<file path="config.mk">
export PLATFORM = sky130hd
export DESIGN_NAME = hood_fan_ctrl
export DESIGN_NICKNAME = d
export VERILOG_FILES = /design/src/rtl/hood_pkg.sv /design/src/rtl/hood_mmss_counter.sv /design/src/rtl/hood_fan_ctrl.sv
export SDC_FILE = /design/constraint.sdc
export NUM_CORES = 1
export LEC_CHECK = 0
export CAP_MARGIN = 20
export CELL_PAD_IN_SITES_DETAIL_PLACEMENT = 1
export CELL_PAD_IN_SITES_GLOBAL_PLACEMENT = 1
export CORE_MARGIN = 4
export CORE_UTILIZATION = 40
export CTS_CLUSTER_SIZE = 16
export DETAILED_ROUTE_END_ITERATION = 6
export GPL_TIMING_DRIVEN = 0
export PLACE_DENSITY = 0.79
export SKIP_CTS_REPAIR_TIMING = 1
export SLEW_MARGIN = 5
export SYNTH_ARGS = -nofsm -noshare
export SYNTH_HDL_FRONTEND = slang
export SYNTH_SLANG_ARGS = --single-unit
</file>
<file path="constraint.sdc">
create_clock -name clk -period 3.66 [get_ports clk]
set_input_delay 0.915 -clock clk [delete_from_list [all_inputs] [get_ports clk]]
set_output_delay 0.915 -clock clk [all_outputs]
set_load 0.005 [all_outputs]
</file>
<file path="src/rtl/hood_pkg.sv">
// Shared types and constants for the range-hood fan controller.
package hood_pkg;

   localparam int unsigned MAX_MIN = 99;
   localparam int unsigned MAX_SEC = 59;
   localparam int unsigned MIN_W   = 7;
   localparam int unsigned SEC_W   = 6;

   typedef enum logic [1:0] {
      IDLE,
      RUN,
      TURBO,
      PURGE
   } hood_state_t;

   typedef logic [3:0] bcd_nibble_t;

   typedef struct packed {
      bcd_nibble_t min_tens;
      bcd_nibble_t min_ones;
      bcd_nibble_t sec_tens;
      bcd_nibble_t sec_ones;
   } mmss_bcd_t;

   // Two-digit BCD of a binary value 0..99.
   function automatic logic [7:0] to_bcd2(input logic [MIN_W-1:0] v);
      return {4'(v / 7'd10), 4'(v % 7'd10)};
   endfunction

endpackage

</file>
<file path="src/rtl/hood_mmss_counter.sv">
// Binary min:sec counter with BCD view; load, up/down, tick enable, wrap-or-stop.
module hood_mmss_counter
   import hood_pkg::*;
(
   input  logic             clk,
   input  logic             rst,
   input  logic             load,
   input  logic [MIN_W-1:0] load_min,
   input  logic [SEC_W-1:0] load_sec,
   input  logic             en,
   input  logic             up,
   input  logic             wrap,
   output mmss_bcd_t        bcd,
   output logic             is_zero,
   output logic             min_carry_c
);

   logic [MIN_W-1:0] min_q;
   logic [SEC_W-1:0] sec_q;
   logic             sec_max;
   logic             at_max;

   assign sec_max = (sec_q == SEC_W'(MAX_SEC));
   assign at_max  = sec_max && (min_q == MIN_W'(MAX_MIN));
   assign is_zero = (min_q == '0) && (sec_q == '0);

   // Pulses on the tick that rolls seconds over into the next minute.
   assign min_carry_c = en && !load && up && sec_max && (wrap || !at_max);

   always_ff @(posedge clk) begin
      if (rst) begin
         min_q <= '0;
         sec_q <= '0;
      end else if (load) begin
         min_q <= load_min;
         sec_q <= load_sec;
      end else if (en) begin
         if (up) begin
            if (at_max) begin
               if (wrap) begin
                  min_q <= '0;
                  sec_q <= '0;
               end
            end else if (sec_max) begin
               sec_q <= '0;
               min_q <= min_q + MIN_W'(1);
            end else begin
               sec_q <= sec_q + SEC_W'(1);
            end
         end else begin
            if (sec_q != '0) begin
               sec_q <= sec_q - SEC_W'(1);
            end else if (min_q != '0) begin
               min_q <= min_q - MIN_W'(1);
               sec_q <= SEC_W'(MAX_SEC);
            end else if (wrap) begin
               min_q <= MIN_W'(MAX_MIN);
               sec_q <= SEC_W'(MAX_SEC);
            end
         end
      end
   end

   assign bcd = {to_bcd2(min_q), to_bcd2(MIN_W'(sec_q))};

endmodule

</file>
<file path="src/rtl/hood_fan_ctrl.sv">
// N-level hood fan controller with limited turbo, delayed-off purge and run timer.
// Optional clean reminder enabled by defining HOOD_CLEAN_REMIND_EN.
module hood_fan_ctrl
   import hood_pkg::*;
#(
   parameter  int unsigned TICK_DIV      = 500,
   parameter  int unsigned NUM_SPEEDS    = 3,
   parameter  int unsigned TURBO_SECONDS = 60,
   parameter  int unsigned TURBO_USES    = 1,
   parameter  int unsigned OFF_DELAY_S   = 30,
   parameter  int unsigned CLEAN_MINUTES = 600,
   localparam int unsigned SW            = $clog2(NUM_SPEEDS + 1)
) (
   input  logic                  clk,
   input  logic                  rst,
   input  logic [SW-1:0]         speed_req,
   input  logic                  clean_ack,
   output logic [SW-1:0]         fan_speed,
   output logic [NUM_SPEEDS-1:0] speed_led,
   output logic [15:0]           disp_bcd,
   output logic                  disp_is_countdown,
   output logic                  turbo_avail,
   output logic                  clean_remind
);

   localparam int unsigned TW = (TICK_DIV > 1) ? $clog2(TICK_DIV) : 1;
   localparam int unsigned UW = (TURBO_USES > 0) ? $clog2(TURBO_USES + 1) : 1;

   localparam logic [MIN_W-1:0] TURBO_MIN = MIN_W'(TURBO_SECONDS / 60);
   localparam logic [SEC_W-1:0] TURBO_SEC = SEC_W'(TURBO_SECONDS % 60);
   localparam logic [MIN_W-1:0] OFF_MIN   = MIN_W'(OFF_DELAY_S / 60);
   localparam logic [SEC_W-1:0] OFF_SEC   = SEC_W'(OFF_DELAY_S % 60);

   hood_state_t      state;
   logic [SW-1:0]    req_prev;
   logic [UW-1:0]    uses_left;
   logic [TW-1:0]    tick_cnt;
   logic             tick;

   logic             req_valid, accepted;
   logic             is_run_lvl, is_off, turbo_ok;
   logic             go_run, go_turbo, go_off, take;
   logic             counting, expire;
   logic             cd_load, cd_en, cd_zero;
   logic [MIN_W-1:0] cd_load_min;
   logic [SEC_W-1:0] cd_load_sec;
   logic             cum_en, cum_zero, cum_carry_c, cd_carry_c;
   mmss_bcd_t        cum_bcd, cd_bcd;

   function automatic logic [NUM_SPEEDS-1:0] led_of(input logic [SW-1:0] s);
      logic [NUM_SPEEDS-1:0] led;
      for (int i = 0; i < NUM_SPEEDS; i++) led[i] = (s == SW'(i + 1));
      return led;
   endfunction

   // 1 Hz enable from the system clock.
   assign tick = (tick_cnt == TW'(TICK_DIV - 1));

   always_ff @(posedge clk) begin
      if (rst)       tick_cnt <= '0;
      else if (tick) tick_cnt <= '0;
      else           tick_cnt <= tick_cnt + TW'(1);
   end

   // Edge-detected request; out-of-range levels are dropped but still tracked.
   assign req_valid  = ({1'b0, speed_req} <= (SW + 1)'(NUM_SPEEDS));
   assign accepted   = (speed_req != req_prev) && req_valid;
   assign is_run_lvl = (speed_req != '0) && (speed_req < SW'(NUM_SPEEDS));
   assign is_off     = (speed_req == '0);
   assign turbo_ok   = (speed_req == SW'(NUM_SPEEDS)) && (uses_left != '0);

   always_comb begin
      go_run   = 1'b0;
      go_turbo = 1'b0;
      go_off   = 1'b0;
      if (accepted) begin
         unique case (state)
            IDLE, PURGE: begin
               go_run   = is_run_lvl;
               go_turbo = turbo_ok;
            end
            RUN: begin
               go_run   = is_run_lvl;
               go_turbo = turbo_ok;
               go_off   = is_off;
            end
            TURBO: begin
               go_run = is_run_lvl;
               go_off = is_off;
            end
         endcase
      end
   end

   // A real transition pre-empts the countdown on a coincident tick.
   assign take        = go_run || go_turbo || go_off;
   assign counting    = (state == TURBO) || (state == PURGE);
   assign expire      = tick && counting && !take && cd_zero;
   assign cd_en       = tick && counting && !take;
   assign cd_load     = go_turbo || (go_off && (OFF_DELAY_S != 0));
   assign cd_load_min = go_turbo ? TURBO_MIN : OFF_MIN;
   assign cd_load_sec = go_turbo ? TURBO_SEC : OFF_SEC;

   always_ff @(posedge clk) begin
      if (rst) begin
         state             <= IDLE;
         fan_speed         <= '0;
         speed_led         <= '0;
         disp_is_countdown <= 1'b0;
         uses_left         <= UW'(TURBO_USES);
         req_prev          <= '0;
      end else begin
         req_prev <= speed_req;
         if (go_turbo) begin
            state             <= TURBO;
            fan_speed         <= SW'(NUM_SPEEDS);
            speed_led         <= led_of(SW'(NUM_SPEEDS));
            disp_is_countdown <= 1'b1;
            uses_left         <= uses_left - UW'(1);
         end else if (go_run) begin
            state             <= RUN;
            fan_speed         <= speed_req;
            speed_led         <= led_of(speed_req);
            disp_is_countdown <= 1'b0;
         end else if (go_off && (OFF_DELAY_S != 0)) begin
            state             <= PURGE;
            fan_speed         <= SW'(1);
            speed_led         <= led_of(SW'(1));
            disp_is_countdown <= 1'b1;
         end else if (go_off || (expire && (state == PURGE))) begin
            state             <= IDLE;
            fan_speed         <= '0;
            speed_led         <= '0;
            disp_is_countdown <= 1'b0;
         end else if (expire) begin
            state             <= RUN;
            fan_speed         <= SW'(NUM_SPEEDS - 1);
            speed_led         <= led_of(SW'(NUM_SPEEDS - 1));
            disp_is_countdown <= 1'b0;
         end
      end
   end

   assign turbo_avail = (uses_left != '0);

   // Run timer counts seconds of any nonzero drive, purge included.
   assign cum_en = tick && (fan_speed != '0);

   hood_mmss_counter u_cum (
      .clk         (clk),
      .rst         (rst),
      .load        (1'b0),
      .load_min    ('0),
      .load_sec    ('0),
      .en          (cum_en),
      .up          (1'b1),
      .wrap        (1'b1),
      .bcd         (cum_bcd),
      .is_zero     (cum_zero),
      .min_carry_c (cum_carry_c)
   );

   hood_mmss_counter u_cd (
      .clk         (clk),
      .rst         (rst),
      .load        (cd_load),
      .load_min    (cd_load_min),
      .load_sec    (cd_load_sec),
      .en          (cd_en),
      .up          (1'b0),
      .wrap        (1'b0),
      .bcd         (cd_bcd),
      .is_zero     (cd_zero),
      .min_carry_c (cd_carry_c)
   );

   assign disp_bcd = disp_is_countdown ? cd_bcd : cum_bcd;

   logic [1:0] misc_unused;
   assign misc_unused = {cum_zero, cd_carry_c};

`ifdef HOOD_CLEAN_REMIND_EN
   localparam int unsigned CW = (CLEAN_MINUTES > 0) ? $clog2(CLEAN_MINUTES + 1) : 1;

   logic [CW-1:0] clean_cnt;
   logic [CW-1:0] clean_inc;

   assign clean_inc = (clean_cnt == CW'(CLEAN_MINUTES)) ? clean_cnt : clean_cnt + CW'(1);

   // Saturating runtime-minute count; acknowledge beats a same-cycle set.
   always_ff @(posedge clk) begin
      if (rst) begin
         clean_cnt    <= '0;
         clean_remind <= 1'b0;
      end else if (clean_ack) begin
         clean_cnt    <= '0;
         clean_remind <= 1'b0;
      end else if (cum_carry_c) begin
         clean_cnt <= clean_inc;
         if (clean_inc == CW'(CLEAN_MINUTES)) clean_remind <= 1'b1;
      end
   end
`else
   localparam int unsigned CLEAN_MINUTES_UNUSED = CLEAN_MINUTES;

   logic [1:0] clean_unused;
   assign clean_unused = {clean_ack, cum_carry_c};
   assign clean_remind = 1'b0;
`endif

endmodule

</file>
==> results.ini, run 1 <==
[outcome]
status = finished with violations
violations = negative setup slack

[clock_network]
cts_sinks = 45
cts_buffer_depth = 2
path_clk_slew_ps = 100
cts_buffers = 5
cts_tree = yes
htreeDepth = 2
cts_root_buf = clkbuf_8
clock_latency_ps = 320

[drt]
drtPass1Iterations = 4
via_per_inst = 5.97
post_drt_wl_per_cell_um = 19.4
drt_iter0_drc = 181
vias = 3585
ant_nets = 0
totalWireLength_mm = 11.7
drc_errors = 0

[die]
die_area_um2 = 10000
die_x_um = 100
fp.dieH_um = 100
core_um2 = 8220
io_pins = 29
start_util = 0.413
num_rows = 33

[sta]
relSlewSlack = 0.406
worst_slack_ps = -548
fin_crit_sh = 1.15
rsz0062_at_grt = true
clock_skew_ps = 17.5
setup_viol = 8
max_freq_ghz = 0.238
drv_slew = 0
final.min_clock_period_ps = 4210
tightest_slew_ps = 881
hold_ws_ps = 449
final_hold_viol_count = 0

[finish]
nFillCells = 1008
multi_input_area_um2 = 2620
area_growth_pct = 33.0
final_layout_size_suffix_gt1_frac = 0.250
antenna_cells = 0
nNetsFinal = 517
final-seq-area_um2 = 905
fin_cells = 601

[setup_path]
worstPathArrival_ps = 3290
reg2reg_depth = 8
worst_path_max_delay_cell = or3_4
cp.required_ps = 2740
critical_path_class = flop to primary output
reg2reg_from = tick_cnt[0]$_SDFF_PP0_
cp-startpoint = disp_is_countdown$_SDFFE_PP0P_
r2r-end = u_cd.min_q[6]$_SDFFE_PP0P_
cp_cell_sequence = buf_12 > mux2i_4 > inv_2 > nor3_2 > a21oi_2 > ha_2 > o21ai_2 > a22oi_2 > or3_4 > and2_4 > ha_4 > a41o_1 > mux2_4 > buf_6
critPathLaunchType = flop
rrSetupSlack_ps = 990
critPathMaxFanout = 8
slowest_delay_ps = 450
endpoint = disp_bcd[3]
endpoint_kind = primary output

[placed_design]
portBuffers = 25
gp_congestion = 0.861
dp_hpwl_mm = 7.05
dp_slack_ps = -935
placedCellCount = 558

[global_route]
antenna_found_initial = 0
grt_pass1_vias = 3379
grt_pass1_wl_mm = 16.1
grt.overflow.total = 0
grt_max_degree = 17
grt_use_total = 0.193

[yosys]
syn_area_per_cell_um2 = 7.95
synthCells = 427
yosys_register_bits = 45
synth_warnings = 0
synth-main-ff-cell = dfxtp_1
ys_types = 67
netlist_area_um2 = 3390
synth_edf_count = 0
yosysSeqAreaShare = 0.265
ys_async_sr_fraction = 0

[power]
vdd_drop_max_mv = 0.292
power_density_nw_per_um2 = 314
p_leak_uw = 0.00173
p_total_uw = 1420

[flow_run]
max-cap-violations = 0

[min_path]
min_path_type = flop to flop

through the flow:
step                      cell area, um^2  TNS [ps]  utilization
after CTS                            3940     -8810        0.480
after detailed placement             3830     -5400        0.466
after global routing                 4510     -2920        0.549
after floorplan                      3440         0            -
final                                4510     -1880        0.549
after global placement               3830     -4490        0.466
cells by family (layout without fill, tap and decap cells):
family / Yosys count / after routing / synth area share
and+or+nand+nor: 161 / 161 / 0.245
AOI/OAI and AO/OA: 117 / 117 / 0.240
DFF: 45 / 45 / 0.265
buffers and inverters: 40 / 108 / 0.0560
xor gates and xnor gates: 25 / 25 / 0.0645
muxes: 21 / 21 / 0.0652
adders and majority gates: 17 / 17 / 0.0627
other: 1 / 2 / 0.00110
area by class of cell:
type | instances | area share
Tap cell | 105 | 0.0291
Multi-Input combinational cell | 343 | 0.579
Clock inverter | 3 | 0.0105
Sequential cell | 45 | 0.200
Inverter | 19 | 0.0158
Clock buffer | 5 | 0.0152
Timing Repair Buffer | 61 | 0.113
Buffer | 20 | 0.0366
worst max-delay path: cells and delay by family (launching register included):
family,cells,cell delay [ps]
DFF,1,390
muxes,2,550
AOI/OAI and AO/OA,4,450
adders and majority gates,2,360
buffers and inverters,3,360
and+or+nand+nor,3,850
power breakdown:
group,internal (uW),leakage (uW),total [uW],switching [uW]
sequential,523,0.000368,565,41.2
combinational,194,0.00130,451,257
clock,209,0.0000591,400,192
total,926,0.00173,1420,489
cell usage in the layout, fill, tap and decap left out, types with 5 or more instances in the layout:
master           instances
nand3_1                  9
mux2i_4                  9
a211oi_1                 6
xor2_1                  14
ha_1                    13
clkbuf_1                 8
or3_1                    6
xnor2_1                  9
nor2_1                  47
dfxtp_1                 44
buf_6                    6
o211ai_1                 5
mux2_4                   5
nor2b_1                  5
clkdlybuf4s50_1         17
a211o_1                  6
a21oi_2                  5
buf_2                    6
nand2_1                 39
nand4_1                  8
buf_4                   36
o21ai_0                 17
clkbuf_8                 5
a21oi_1                 24
inv_1                   18
nor3_1                  14
registers in the layout (all words and copies together) (netlist names):
name	count
tick_cnt	9
u_cd.min_q	7
u_cum.min_q	7
u_cd.sec_q	6
u_cum.sec_q	6
speed_led	3
fan_speed	2
req_prev	2
disp_is_countdown	1
state	1
turbo_avail	1
synthesized netlist by cell type, types with 4 or more instances:
cell,n,area share
a211o_1,6,0.015
a211oi_1,7,0.015
a21oi_1,29,0.043
a221oi_1,4,0.010
a31oi_1,4,0.0074
and3_1,4,0.0074
buf_6,4,0.013
clkbuf_1,13,0.014
dfxtp_1,45,0.27
ha_1,17,0.063
inv_1,19,0.021
mux2_2,9,0.030
mux2i_1,12,0.035
nand2_1,39,0.043
nand3_1,10,0.015
nand4_1,8,0.015
nor2_1,50,0.055
nor2b_1,5,0.0092
nor3_1,16,0.024
o211ai_1,5,0.011
o21a_1,4,0.0088
o21ai_0,21,0.031
o22ai_1,4,0.0074
or3_1,7,0.013
xnor2_1,11,0.028
xor2_1,14,0.036
how the worst min path moves through the flow:
| stage | start | endpoint | slack (ps) | cells past startpoint |
|---|---|---|---|---|
| 2_1_floorplan | tick_cnt[0]$_SDFF_PP0_ | tick_cnt[0]$_SDFF_PP0_ | 410 | 1 |
| 3_3_place_gp | tick_cnt[0]$_SDFF_PP0_ | tick_cnt[0]$_SDFF_PP0_ | 430 | 1 |
| 3_5_place_dp | tick_cnt[0]$_SDFF_PP0_ | tick_cnt[0]$_SDFF_PP0_ | 440 | 1 |
| 4_1_cts | tick_cnt[0]$_SDFF_PP0_ | tick_cnt[0]$_SDFF_PP0_ | 450 | 1 |
| 5_1_grt | tick_cnt[0]$_SDFF_PP0_ | tick_cnt[0]$_SDFF_PP0_ | 480 | 1 |
| 6_report | tick_cnt[0]$_SDFF_PP0_ | tick_cnt[0]$_SDFF_PP0_ | 450 | 1 |
routing by layer:
layer | track usage | up-vias | part of all wire
li1 | - | 1704 | -
met1 | 0.247 | 1794 | 0.42
met2 | 0.348 | 67 | 0.53
met3 | 0.0222 | 20 | 0.029
met4 | 0.0435 | 0 | 0.020
met5 | 0 | - | 0
(Power assumes the default switching activity.)
==> inputs of run 2 (changes only) <==
--- a/config.mk
+++ b/config.mk
@@ -12,6 +12,7 @@
 export CORE_UTILIZATION = 40
 export CTS_CLUSTER_SIZE = 16
 export DETAILED_ROUTE_END_ITERATION = 6
+export GPL_ROUTABILITY_DRIVEN = 0
 export GPL_TIMING_DRIVEN = 0
 export PLACE_DENSITY = 0.79
 export SKIP_CTS_REPAIR_TIMING = 1
==> results of run 2 <==
The final DEF is identical to that of run 1; final timing and power are the same.
==> inputs of run 3 (changes only) <==
--- a/config.mk
+++ b/config.mk
@@ -13,10 +13,10 @@
 export CTS_CLUSTER_SIZE = 16
 export DETAILED_ROUTE_END_ITERATION = 6
 export GPL_ROUTABILITY_DRIVEN = 0
-export GPL_TIMING_DRIVEN = 0
 export PLACE_DENSITY = 0.79
 export SKIP_CTS_REPAIR_TIMING = 1
 export SLEW_MARGIN = 5
 export SYNTH_ARGS = -nofsm -noshare
 export SYNTH_HDL_FRONTEND = slang
 export SYNTH_SLANG_ARGS = --single-unit
+export TNS_END_PERCENT = 5
==> results.ini, run 3 (same netlist as run 1, synthesis figures left out) <==
[finish]
largest-register = tick_cnt
largest_register_ffs = 9
antenna_cells = 0
final-seq-area_um2 = 905
final_common_cell = buf_4
layout_common_cells = buf_4 (70), nor2_1 (47), dfxtp_1 (44), nand2_1 (39), a21oi_1 (25)
fin_util = 0.556
nFillCells = 975
nNetsFinal = 535
fin_cells = 618
area_growth_pct = 34.6
final_layout_size_suffix_gt1_frac = 0.273
largestRegisters = tick_cnt: 9 flops, u_cd.min_q: 7 flops, u_cum.min_q: 7 flops
multi_input_area_um2 = 2510

[min_path]
min_path_type = flop to flop
worstHoldStart = tick_cnt[0]$_SDFF_PP0_

[drt]
drtPass1Iterations = 4
via_per_inst = 5.87
ant_nets = 0
vias = 3629
drc_errors = 0
totalWireLength_mm = 11.5
drt_iter0_drc = 143
post_drt_wl_per_cell_um = 18.6

[outcome]
status = finished with violations
violations = negative setup slack

[setup_path]
worst-path-stages = 12
path_delay_family = simple AND/OR/NAND/NOR gates
endpoint_kind = primary output
critical_path_class = flop to primary output
cp-startpoint = disp_is_countdown$_SDFFE_PP0P_
worst-path-buf-inv = 3
critPathLaunchType = flop
crit_path_frequent_cell = ha_4
reg2reg_depth = 6
endpoint = disp_bcd[3]
cp_cell_sequence = buf_12 > mux2i_4 > inv_4 > ha_4 > and2_1 > o31a_1 > or3_4 > and2_4 > ha_4 > a41o_1 > mux2_4 > clkbuf_2
cp.required_ps = 2740
rrSetupSlack_ps = 1040
worstPathArrival_ps = 3020
critPathMaxFanout = 4
reg2reg_from = tick_cnt[4]$_SDFF_PP0_
slowest_delay_ps = 390
worst_path_max_delay_cell = dfxtp_4
r2r-end = u_cum.min_q[5]$_SDFFE_PP0P_

[die]
io_pins = 29
die_area_um2 = 10000
num_rows = 33
start_util = 0.413
fp.dieH_um = 100
core_um2 = 8220
die_x_um = 100

[global_route]
antenna_found_initial = 0
grt.overflow.total = 0
grt_pass1_vias = 3823
grt_use_total = 0.218
grt_pass1_wl_mm = 18.1
grt_max_degree = 15

[clock_network]
cts_buffer_depth = 2
path_clk_slew_ps = 100
cts_tree = yes
htreeDepth = 2
cts_root_buf = clkbuf_8
cts_sinks = 45
clock_latency_ps = 310
cts_buffers = 5

[sta]
rsz0062_at_grt = true
setup_viol = 5
fin_crit_sh = 1.08
hold_ws_ps = 456
tightest_slew_ps = 1010
clock_skew_ps = 12.9
max_freq_ghz = 0.254
finalSetupTns_ps = -527
worst_slack_ps = -279
final_hold_viol_count = 0
drv_slew = 0
relSlewSlack = 0.319
final.min_clock_period_ps = 3940

[placed_design]
placedCellCount = 603
dp_hpwl_mm = 8.17
portBuffers = 25

[power]
p_leak_uw = 0.00187
power_density_nw_per_um2 = 307
vdd_drop_max_mv = 0.184

[flow_run]
max-cap-violations = 0

==> run 3: cell count changes in the layout (fill, tap and decap cells not counted), sizes merged <==
cell,delta
buf,+24
clkbuf,-9
dlymetal6s2s,+3
inv,-1
==> run 3: where the power goes <==
part | total [uW] | switching, uW | internal [uW]
clock network | 385 | 182 | 202
logic | 458 | 251 | 207
registers | 561 | 37.2 | 524
total | 1400 | 471 | 933
==> run 3: layout make-up <==
type	instances	area share
Multi-Input combinational cell	343	0.551
Sequential cell	45	0.198
Timing Repair Buffer	99	0.183
Tap cell	105	0.0288
Inverter	19	0.0162
Clock buffer	5	0.0151
Clock inverter	2	0.00849
==> run 3: worst min path at each step <==
stage | slack [ps] | cells after the start | endpoint
after floorplan | 410 | 1 | tick_cnt[0]$_SDFF_PP0_
after global placement | 420 | 1 | tick_cnt[0]$_SDFF_PP0_
after detailed placement | 450 | 1 | tick_cnt[0]$_SDFF_PP0_
after CTS | 460 | 1 | tick_cnt[0]$_SDFF_PP0_
after global routing | 500 | 1 | tick_cnt[0]$_SDFF_PP0_
final | 460 | 1 | tick_cnt[0]$_SDFF_PP0_
==> run 3: per-layer routing <==
metal	wire, um	GRT usage
met4	261	0.0591
met3	248	0.0271
met2	6160	0.405
met5	0	0
met1	4800	0.262
==> run 3: through the flow <==
step                setup WS, ps  instance area (um^2)  power, uW
floorplan                   13.5                  3440        831
global route                -379                  4570       1480
detailed placement          -425                  4200        988
global placement            -350                  4200        965
CTS                         -782                  4310       1380
finish                      -279                  4570       1400
